<file path="src/rtl/pc_sequencer.sv">
// pc_sequencer: next-PC arbitration, post-redirect flush window and EPC for a single-level interrupt handler
module pc_sequencer #(
   parameter logic [15:0] IRQ_VEC      = 16'h0100,
   parameter int unsigned FLUSH_CYCLES = 2
) (
   input  logic        clk,
   input  logic        reset,
   input  logic [15:0] pc_i,
   input  logic        stall_i,
   input  logic        br_taken_i,
   input  logic [15:0] br_target_i,
   input  logic        jmp_i,
   input  logic [15:0] jmp_target_i,
   input  logic        irq_i,
   input  logic        eret_i,
   output logic        next_pc_sel_o,
   output logic [15:0] target_pc_o,
   output logic        flush_o,
   output logic        in_handler_o,
   output logic [15:0] epc_o
);
   typedef enum logic {RUN, HANDLER} mode_e;
   localparam logic [2:0] FLUSH_LD = 3'(FLUSH_CYCLES);
   mode_e       mode_q, mode_d;
   logic [2:0]  fcnt_q, fcnt_d;
   logic [15:0] epc_q, epc_d, raw_tgt;
   logic        redir;
   // state register; reset clears mode, flush window and saved return address
   always_ff @(posedge clk) begin
      if (reset) begin
         mode_q <= RUN;
         fcnt_q <= 3'd0;
         epc_q  <= 16'h0000;
      end else begin
         mode_q <= mode_d;
         fcnt_q <= fcnt_d;
         epc_q  <= epc_d;
      end
   end
   // priority arbitration: stall, flush shadow, branch, jump, eret, irq
   always_comb begin
      mode_d        = mode_q;
      fcnt_d        = fcnt_q;
      epc_d         = epc_q;
      raw_tgt       = 16'h0000;
      redir         = 1'b0;
      next_pc_sel_o = 1'b0;
      target_pc_o   = 16'h0000;
      if (reset) begin
         redir = 1'b0;
      end else if (stall_i) begin
         next_pc_sel_o = 1'b1;
         target_pc_o   = pc_i;
      end else if (fcnt_q != 3'd0) begin
         fcnt_d = fcnt_q - 3'd1;
      end else if (br_taken_i) begin
         redir   = 1'b1;
         raw_tgt = br_target_i;
      end else if (jmp_i) begin
         redir   = 1'b1;
         raw_tgt = jmp_target_i;
      end else if (eret_i && mode_q == HANDLER) begin
         redir   = 1'b1;
         raw_tgt = epc_q;
         mode_d  = RUN;
      end else if (irq_i && mode_q == RUN) begin
         redir   = 1'b1;
         raw_tgt = IRQ_VEC;
         epc_d   = pc_i;
         mode_d  = HANDLER;
      end
      if (redir) begin
         next_pc_sel_o = 1'b1;
         target_pc_o   = {raw_tgt[15:2], 2'b00};
         fcnt_d        = FLUSH_LD;
      end
   end
   assign flush_o      = !reset && fcnt_q != 3'd0;
   assign in_handler_o = mode_q == HANDLER;
   assign epc_o        = epc_q;
endmodule

</file>
<file path="config.mk">
export PLATFORM = sky130hd
export DESIGN_NAME = pc_sequencer
export DESIGN_NICKNAME = d
export VERILOG_FILES = /design/src/rtl/pc_sequencer.sv
export SDC_FILE = /design/constraint.sdc
export NUM_CORES = 1
export LEC_CHECK = 0
export CORE_MARGIN = 4
export CORE_UTILIZATION = 38
export DETAILED_ROUTE_END_ITERATION = 10
export GPL_ROUTABILITY_DRIVEN = 0
export GPL_TIMING_DRIVEN = 1
export PLACE_DENSITY = 0.92
export SLEW_MARGIN = 10
export SYNTH_ARGS = -nofsm -noshare
export SYNTH_HDL_FRONTEND = slang
export SYNTH_SLANG_ARGS = --single-unit
</file>
<file path="constraint.sdc">
create_clock -name clk -period 2.5 [get_ports clk]
set_input_delay 0.375 -clock clk [delete_from_list [all_inputs] [get_ports clk]]
set_output_delay 0.375 -clock clk [all_outputs]
set_load 0.02 [all_outputs]
</file>
# --- Word-level counts from Yosys, hierarchy flattened ---
# Cells that the tools add are included.
word_totals:
  ff_bits: 20
  inputBits: 55
  output_inout_bits: 35
  elab_cells: 49
op_classes:
  add_sub_neg: 1
  eq_ne: 1
  mux: 25
  bitwise_logic: 6
  n_reduce_logical: 12
op_table:
  columns: ["operator", "count"]
  rows:
  - ["$mux W16", 9]
  - ["$mux W1", 12]
  - ["$mux W9", 1]
  - ["$mux W2", 3]
  - ["$not A1 Y1", 6]
  - ["$reduce_and A6 Y1", 1]
  - ["$reduce_and A5 Y1", 1]
  - ["$reduce_and A2 Y1", 2]
  - ["$reduce_bool A2 Y1", 2]
  - ["$logic_and A1 B1 Y1", 3]
  - ["$reduce_bool A3 Y1", 1]
  - ["$sub A3 B1 Y3 const B", 1]
  - ["$ne A2 B1 Y1 const B", 1]
  - ["$reduce_or A2 Y1", 1]
  - ["$logic_not A1 Y1", 1]

# --- Logic depth before layout (Yosys ltp) ---
# Gate-level depths: netlist (run 1).
logic_depth:
  word_depth: 11
  mapped_depth: 5
  depth_no_buf: 3

# --- Worst setup path after synthesis (run 1) ---
# Ideal clock, no wire load.
synth_path:
  path_kind: "register to output"
  startpoint: "register mode_q, in the netlist in_handler_o"
  endpoint: "output port target_pc_o[5]"
  arrival_time_ns: 1.817
  required_time_ns: 2.125
  path_slack_ns: 0.308
  stages_incl_launch_ff: 6
  n_path_buf: 2
  cell_sequence: "dfxtp_1 and2_1 clkbuf_1 clkbuf_1 a21oi_1 o31ai_1"
synth_via:
  elab_chain_len: 10
  elab_cells_between_ends: 17
  classes_between: "mux: 14; bitwise: 1; reduce/logical: 2"
synth_lines:
  columns: ["element", "line_no", "rtl"]
  rows:
  - ["start, declared", "24", "mode_e mode_q, mode_d;"]
  - ["start signal, assigned", "35", "mode_q <= mode_d;"]
  - ["$not A1 Y1", "66", "end else if (irq_i && mode_q == RUN) begin"]
  - ["$logic_and A1 B1 Y1", "66", null]
  - ["$mux W1", "66", null]
  - ["$mux W1", "62", "end else if (eret_i && mode_q == HANDLER) begin"]
  - ["$mux W1", "59", "end else if (jmp_i) begin"]
  - ["$mux W1", "56", "end else if (br_taken_i) begin"]
  - ["$mux W1", "54", "end else if (fcnt_q != 3'd0) begin"]
  - ["$mux W1", "51", "end else if (stall_i) begin"]
  - ["$mux W1", "49", "if (reset) begin"]
  - ["$mux W16 (*)", "72", "if (redir) begin"]
  - ["end, declared", "17", "output logic [15:0] target_pc_o,"]
# Mark *: on every way between the ends. The rest lies on a longest branch, timed or not.

# --- Final worst setup path (run 1) ---
layout_path:
  startpoint: "input port stall_i"
  endpoint: "output port target_pc_o[0]"
layout_via:
  elab_chain_len: 3
  elab_cells_between_ends: 5
  classes_between: "mux: 5"
layout_lines:
  columns: ["element", "line_no", "rtl"]
  rows:
  - ["start, declared", "9", "input logic stall_i,"]
  - ["$mux W16 / $mux W1 (equally long branches)", "51", null]
  - ["$mux W16 / $mux W1 (equally long branches)", "49", null]
  - ["$mux W16 (*)", "72", null]
# Marks and branches as above.

==> results.md, run 1 <==
Outcome:
- The run finished with clean final reports.

Detailed routing:
- The post-detailed-route count of antenna-violating nets is 0.
- The violation count after the first detailed-route iteration is around 110.
- The wire length after detailed routing is 4.83 mm.
- Using the TritonRoute via totals, the vias-per-cell ratio works out to around 5.7.
- The number of vias in the routed layout is between 1500 and 2000.
- After detailed routing, the number of remaining DRC violations is 0.
- The routed wirelength normalized by instance count is 15.9 um.
- The first TritonRoute pass finished after 4 iterations.

Critical path:
- The delay of the slowest critical-path stage is a little under 0.6 ns.
- The number of buffers and inverters on the critical path is 3.
- The standard cell with the maximum stage delay on the critical path is sky130_fd_sc_hd__clkdlybuf4s50_1.
- For the worst setup path, the data required time is between 2 and 2.5 ns.
- For flop-to-flop paths, the worst setup slack is 0.87 ns.
- The number of cells on the worst reg-to-reg path is 3.
- The worst setup path is of the in2out kind.
- The critical-path maximum fanout is 9.
- The critical register-to-register path endpoint is epc_o[10]$_SDFFE_PP0P_.
- At the worst endpoint, the arrival time is ~2.1 ns.
- Traced cell by cell, the critical path runs through clkdlybuf4s50_1, nor2b_1, buf_4, and2_1, clkdlybuf4s50_1.
- The cell that appears most often on the critical path is sky130_fd_sc_hd__clkdlybuf4s50_1.
- In this design, the largest share of critical-path delay is due to buffers and inverters.
- The endpoint kind of the worst setup timing path is an output pin.
- The worst setup path is launched from an input port.
- The source of the worst register-to-register timing path is fcnt_q[0]$_SDFFE_PP0P_.

Yosys:
- The portion of synthesized cell area occupied by the leading cell type is a little under a third.
- The portion of the post-synthesis area used by sequential elements is a little under a third.
- The synthesized net count is approximately 220.
- The summed instance area of the synthesized netlist is between 1000 and 1500 um2.
- Ranked by instance count, the synthesized netlist is headed by 31 x sky130_fd_sc_hd__a21oi_1, 20 x sky130_fd_sc_hd__dfxtp_1, 16 x sky130_fd_sc_hd__nand4_1, 16 x sky130_fd_sc_hd__o21ai_1, 15 x sky130_fd_sc_hd__nand2_1.
- The register bit count reported by yosys is 20.
- The netlist uses 32 different library cells.
- Counting flops with a built-in enable in the synthesized netlist gives 0.
- The Yosys step of the flow raised 0 warnings.
- After technology mapping, the gate count stands at 169.
- The biggest area contributor in the post-synthesis netlist is sky130_fd_sc_hd__dfxtp_1.
- The flip-flop cell with the highest count after synthesis is sky130_fd_sc_hd__dfxtp_1.
- The leading cell type by number of instances after synthesis is sky130_fd_sc_hd__a21oi_1.
- By area the synthesized netlist is led by sky130_fd_sc_hd__dfxtp_1 31%, sky130_fd_sc_hd__a21oi_1 12%, sky130_fd_sc_hd__o31ai_2 8.7%, sky130_fd_sc_hd__nand4_1 7.7%, sky130_fd_sc_hd__o22ai_1 6.3%.
- The fraction of registers with async set or reset after synthesis is 0%.
- Dividing the synthesized area by the synthesized cell count gives 7.66 um2.

Global routing:
- Global routing used 21.3% of the available tracks.
- The number of global-route vias before repair is approximately 1700.
- Entering global routing, the biggest net connects 19 pins.
- The number of antenna violations at the first check in global routing came to 0.
- The first global-routing pass estimated 7.47 mm of wire.
- The overall overflow remaining after global route is 0.

Cells and area:
- The final antenna diode count is 0.
- Once layout is done, the placed cells without fillers occupy around 2300 um2.
- From synthesis to final layout, the design area changed by 76.8%.
- Cells with a size suffix above 1 make up 13.5% of the layout.
- The final standard cell utilization of the core is between 70% and 80%.
- In the final design database the tool counted about 320 nets.

Place:
- The number of I/O port buffers is 85.
- The HPWL after detailed placement is ~3.7 mm.
- The instance area at placement is approximately 2300 um2.
- At the placement stage, the worst setup path has a slack of -0.166 ns.

Timing:
- Counting I/O delays and the setup requirement, the final critical path takes between 2 and 2.5 ns.
- On the final layout, the worst hold slack is between 0.5 and 0.6 ns.
- For the final routed database, the setup TNS stands at 0 ns.
- At the pin with the least slew margin, the transition time is roughly 0.58 ns.
- The final count of pins violating max slew is 0.
- Once routing completed, OpenROAD measured the worst setup slack at between 0.07 and 0.08 ns.
- Setup repair after global routing left no endpoint under its margin.
- Derived from the worst setup path, the maximum achievable clock frequency is between 400 and 500 MHz.
- In the finished design, the share of the clock period the worst path needs comes to 97.0%.
- On the final layout, the worst clock skew is roughly 0.0030 ns.
- In this run the tightest slew margin relative to its limit is 61.4%.
- The final number of hold-violating endpoints is 0.
- The total of endpoints with negative setup slack in the final report is 0.

Die:
- The initial core utilization is between 40% and 50%.
- The die width is between 60 and 70 um.
- For this design the top-level I/O count stands at 90.
- The number of placement rows is 20.
- The total die area is 4400 um2.
- The area of the core is ~3200 um2.
- The vertical die dimension is ~66 um.

Clock network:
- Counting every sink on the clock net gives 20.
- TritonCTS built the clock tree.
- The maximum level of the CTS H-tree is 1.
- The buffer depth of the longest clock path is 2.
- Clock latency on the worst-skew pair, taken at its later pin, is 0.31 ns.
- The number of buffers created by CTS is 3.
- The clock root buffer is sky130_fd_sc_hd__clkbuf_4.
- After clock tree synthesis, the clock-pin slew on the worst setup and hold paths is approximately 0.11 ns.

Power and ir drop:
- The analysis attributes to cell leakage a power of just under 0.9 nW.
- Power spread over the standard cell area amounts to between 300 and 400 nW/um2.
- The peak ir drop on the vdd network is 264 uV.

Hold path:
- Counting instances, the worst hold path has a depth of 2.
- In this run the most critical hold path is launched from epc_o[0]$_SDFFE_PP0P_.
- The worst min-delay path category is reg2reg.
- For hold timing, the worst endpoint is epc_o[0]$_SDFFE_PP0P_.

Flow run:
- The max-capacitance violation count is 0.
worst register-to-register path, delay by kind of cell, from the launching register on:
kind | cells | cell delay (ns)
AO/OA/AOI/OAI | 2 | 0.33
flip-flops | 1 | 0.39
AND/OR/NAND/NOR | 1 | 0.81
flip-flops by register name (all words and copies together) (netlist names):
register,flops
in_handler_o,1
epc_o,16
fcnt_q,3
metrics by stage:
stage | total power [mW] | std cells
finish | 0.817 | 303
CTS | 0.815 | 303
global route | 0.854 | 303
global placement | 0.675 | 300
floorplan | 0.496 | 169
detailed placement | 0.680 | 300
timing repair:
| action | CTS | global route |
|---|---|---|
| resized for setup | 15 | 1 |
| setup endpoints to repair | 15 | 1 |
| hold buffers | 0 | 0 |
| buffers inserted | 0 | 0 |
| endpoints found under the hold margin | 0 | 0 |
cell type report:
type	instances	area (um2)
repair buffers	105	997
fillers	273	866
multi-input cells	130	808
flip-flops and latches	20	400
well taps	44	55.1
clock buffers	3	22.5
inverters	1	3.75
report_power, final:
| part | internal [mW] | switching (mW) |
|---|---|---|
| logic | 0.164 | 0.160 |
| registers | 0.327 | 0.00871 |
| clock network | 0.0563 | 0.101 |
| total | 0.547 | 0.270 |
per-layer routing:
layer | GRT usage (%) | vias up | wire (um)
li1 | - | 838 | -
met1 | 24.7 | 785 | 1940
met2 | 38.4 | 91 | 2330
met3 | 5.27 | 3 | 534
met4 | 5.58 | 0 | 27
met5 | 0 | - | 0
layout by cell type, fill, tap and decap left out, drive strengths merged, types with 2 or more instances in the layout:
cell type / instances
a21oi: 31
and2: 3
buf: 20
clkbuf: 3
clkdlybuf4s50: 69
dfxtp: 20
dlygate4sd2: 15
nand2: 15
nand2b: 2
nand4: 16
nor2: 2
nor2b: 2
nor3: 3
o21ai: 17
o22ai: 13
o31ai: 14
cells by family after synthesis:
group | synth area share, %
compound gates | 40.1
simple gates | 22.3
flops | 30.9
buf+inv | 6.58
how the worst max path moves through the flow:
stage	slack (ns)	cells past startpoint	startpoint	endpoint
after floorplan	0.31	5	in_handler_o$_SDFFE_PP0P_	target_pc_o[5]
after global placement	-0.14	5	stall_i	target_pc_o[3]
after detailed placement	-0.17	5	stall_i	target_pc_o[5]
after CTS	0.06	5	stall_i	target_pc_o[1]
after global routing	0.0008	5	stall_i	target_pc_o[0]
final	0.07	5	stall_i	target_pc_o[0]
No activity file was read; power rests on OpenSTA's default activity.
==> inputs of run 2 (changes only) <==
- CTS_CLUSTER_DIAMETER: default -> 100
- CTS_CLUSTER_SIZE: default -> 12
==> results of run 2 <==
Final layout, timing and power as in run 1 (identical DEF).
==> inputs of run 3 (changes only) <==
==> constraint.sdc (replaced) <==
create_clock -name clk -period 2.5 [get_ports clk]
set_input_delay 0.375 -clock clk [delete_from_list [all_inputs] [get_ports clk]]
set_output_delay 0.375 -clock clk [all_outputs]
set_load 0.05 [all_outputs]
==> run 3 against run 2 <==
Compared with the run above:
- count of clock-buffer cells in the layout is the same
- core utilization grew 7.5 points
- via count grew 2.9%
- largest power group is now combinational logic
- worst setup slack gained 0.095 ns
- cell count shrank 1.7%
- critical path depth is the same
- clock skew shrank 0.00055 ns
- power grew 20%
- clock power grew 3%
- combinational power grew 48%
- sequential share of layout area shrank 1.6 points
- non-clock buffer count shrank 5
==> results.md, run 3 (same netlist as run 1, synthesis figures left out) <==
Critical path:
- On the worst path, the slowest cell contributes a delay of about 0.47 ns.
- The setup path with the least slack is of type in2out.
- The kind of launch point of the worst setup path is an input port.
- Of all nets on the critical path, the largest fanout is 15.
- The reg2reg setup slack is between 0.8 and 0.9 ns.
- The worst setup path is captured at an output pin.
- The required time of the critical path is about 2.1 ns.
- Walking the worst path, the cells encountered are clkdlybuf4s50_1, nor4_4, nand2b_4, o31ai_2, buf_12.
- The standard cell with the maximum stage delay on the critical path is sky130_fd_sc_hd__clkdlybuf4s50_1.
- For the worst setup path, the data arrival time is between 1.5 and 2 ns.

Timing:
- The post-route minimum period is ~2.3 ns.
- Setup violations remaining at the end of the flow were counted as 0.
- The final number of hold-violating endpoints is 0.
- Measured against its own limit, the worst slew margin works out to 61.1%.
- For the pin with the worst max-slew slack, the measured transition is between 0.5 and 0.6 ns.
- Setup repair after global routing left no endpoint under its margin.
- The maximum operating frequency is around 430 MHz.
- The final count of pins violating max slew came to 0.
- On the final layout, the worst hold slack is 0.503 ns.
- The worst path uses 93.2% of the clock period.
- The maximum clock skew at final layout is about 0.0025 ns.

Clock network:
- In this run the number of H-tree levels came out at 1.
- Once the clock tree was built, the setup fixing pass inserted 0 buffers.
- The clock drives 20 sinks.
- Buffers inserted to repair hold after CTS numbered 0.
- The clock root buffer is sky130_fd_sc_hd__clkbuf_4.
- Clock-pin slew was measured on the worst setup and hold paths at ~0.11 ns.
- The buffer depth of the longest clock path is 2.
- The CTS tree is yes.
- In this run, CTS created clock tree buffers numbering 3.
- The later pin in the worst-skew pair is clocked with a latency of between 0.3 and 0.4 ns.
- The number of instances resized during post-cts repair is 0.

Global routing:
- The pin count of the biggest net entering global routing is 22.
- The first global-routing pass estimated 8.18 mm of wire.
- The total overflow left after global routing is 0.
- Global routing used 23.9% of the available tracks.
- The number of antenna violations at the first check in global routing is 0.
- The number of global-route vias before repair is about 1800.

Die:
- The die width is around 66 um.
- The die covers roughly 4400 um2.
- The floorplan has 20 rows.
- The top-level I/O count is 90.
- The die is about 66 um tall.
- The initial utilization of the core area, before any placement, comes to 41.0%.
- After floorplanning, the core was sized to cover 3150 um2.

Detailed routing:
- The count of TritonRoute iterations in the first routing pass is 4.
- The wire length after detailed routing is between 5 and 6 mm.
- The routed wirelength normalized by instance count is around 18 um.
- The routed layout has 1767 vias.
- The violation count after the first detailed-route iteration is 94.
- Using the TritonRoute via totals, the vias-per-cell ratio works out to 5.93.
- The count of nets left with antenna violations once routing finished came out at 0.
- In the routed design, unresolved DRC markers number 0.

Power and ir drop:
- In this run switching power makes up 37.6% of total power.
- Power spread over the standard cell area amounts to 387 nW/um2.
- The sequential share of power is between 30% and 40%.
- The analysis attributes to net switching a power of 0.367 mW.
- The share of total power in the clock network is 16.5%.
- The peak ir drop on the vdd network is 256 uV.
- Cell internal power was estimated by the tool at 0.609 mW.
- The part of the power in combinational logic is around half.
- For this design the static power due to leakage is approximately 0.9 nW.

Cells and area:
- The summed area of non-filler cells in the final layout is approximately 2500 um2.
- The top cell types in the final layout, fill and taps aside, are 67 x sky130_fd_sc_hd__clkdlybuf4s50_1, 31 x sky130_fd_sc_hd__a21oi_1, 20 x sky130_fd_sc_hd__dfxtp_1, 18 x sky130_fd_sc_hd__buf_12.
- The final antenna diode count is 0.
- The fraction of final layout cells with drive strength greater than 1 is between 20% and 30%.
- Compared with the post-synthesis result, the final layout area differs by 95.1%.
- The net count of the finished layout is about 310.
- The flip-flop count of the largest register, all copies and words added is 16.
- The library cell used most frequently in the layout, excluding fill and tap cells, is sky130_fd_sc_hd__clkdlybuf4s50_1.

Place:
- Input and output buffers added on the ports amount to 85.
- The wire-length estimate of the detail-placed layout is roughly 4.0 mm.
- The instance area at placement is roughly 2500 um2.

Flow run:
- The max-capacitance violation count is 0.

Hold path:
- The worst min-delay path category is reg2reg.

Outcome:
- The run finished with clean final reports.
run 3: metrics by stage:
step                      power [mW]  instances  setup TNS (ns)  util, %  worst slack (ns)
final                          0.976        298               0     80.0             0.170
after global routing            1.01        298               0     80.0            0.0736
after CTS                      0.971        298               0     80.0             0.145
after detailed placement       0.821        295               0     79.3             0.152
after global placement         0.812        295               0     79.3             0.186
after floorplan                0.582        169          -0.154        -            -0.154
run 3: final cells by class:
class	count	area, um2
Timing Repair Buffer	100	1140
Clock buffer	3	22.5
Multi-Input combinational cell	130	898
Tap cell	44	55.1
Inverter	1	3.75
Fill cell	225	629
Sequential cell	20	400
run 3: power groups by stage:
stage               Clock [mW]  Combinational (mW)  Sequential [mW]
finish                   0.161               0.479            0.336
global route             0.175               0.500            0.337
CTS                      0.156               0.480            0.335
detailed placement           0               0.479            0.342
global placement             0               0.470            0.342
floorplan                    0               0.222            0.361
run 3: path summary, 6_finish.rpt:
path	startpoint	end	cells past startpoint
setup / recovery	stall_i	target_pc_o[2]	5
hold / removal	epc_o[6]$_SDFFE_PP0P_	epc_o[6]$_SDFFE_PP0P_	2
setup reg to reg	fcnt_q[0]$_SDFFE_PP0P_	epc_o[14]$_SDFFE_PP0P_	3
hold reg to reg	epc_o[6]$_SDFFE_PP0P_	epc_o[6]$_SDFFE_PP0P_	2
run 3: routing by layer:
layer / share of wire [%] / global-route usage [%] / routed length [um]
met5: 0 / 0 / 0
met4: 0.62 / 5.33 / 33
met3: 12 / 7.14 / 630
met2: 50 / 43.2 / 2650
met1: 38 / 27.2 / 2000
run 3: worst max-delay path, delay by kind of cell:
kind	cells	cell delay, ns
buffers and inverters	2	0.65
AOI/OAI and AO/OA	1	0.42
and+or+nand+nor	2	0.50
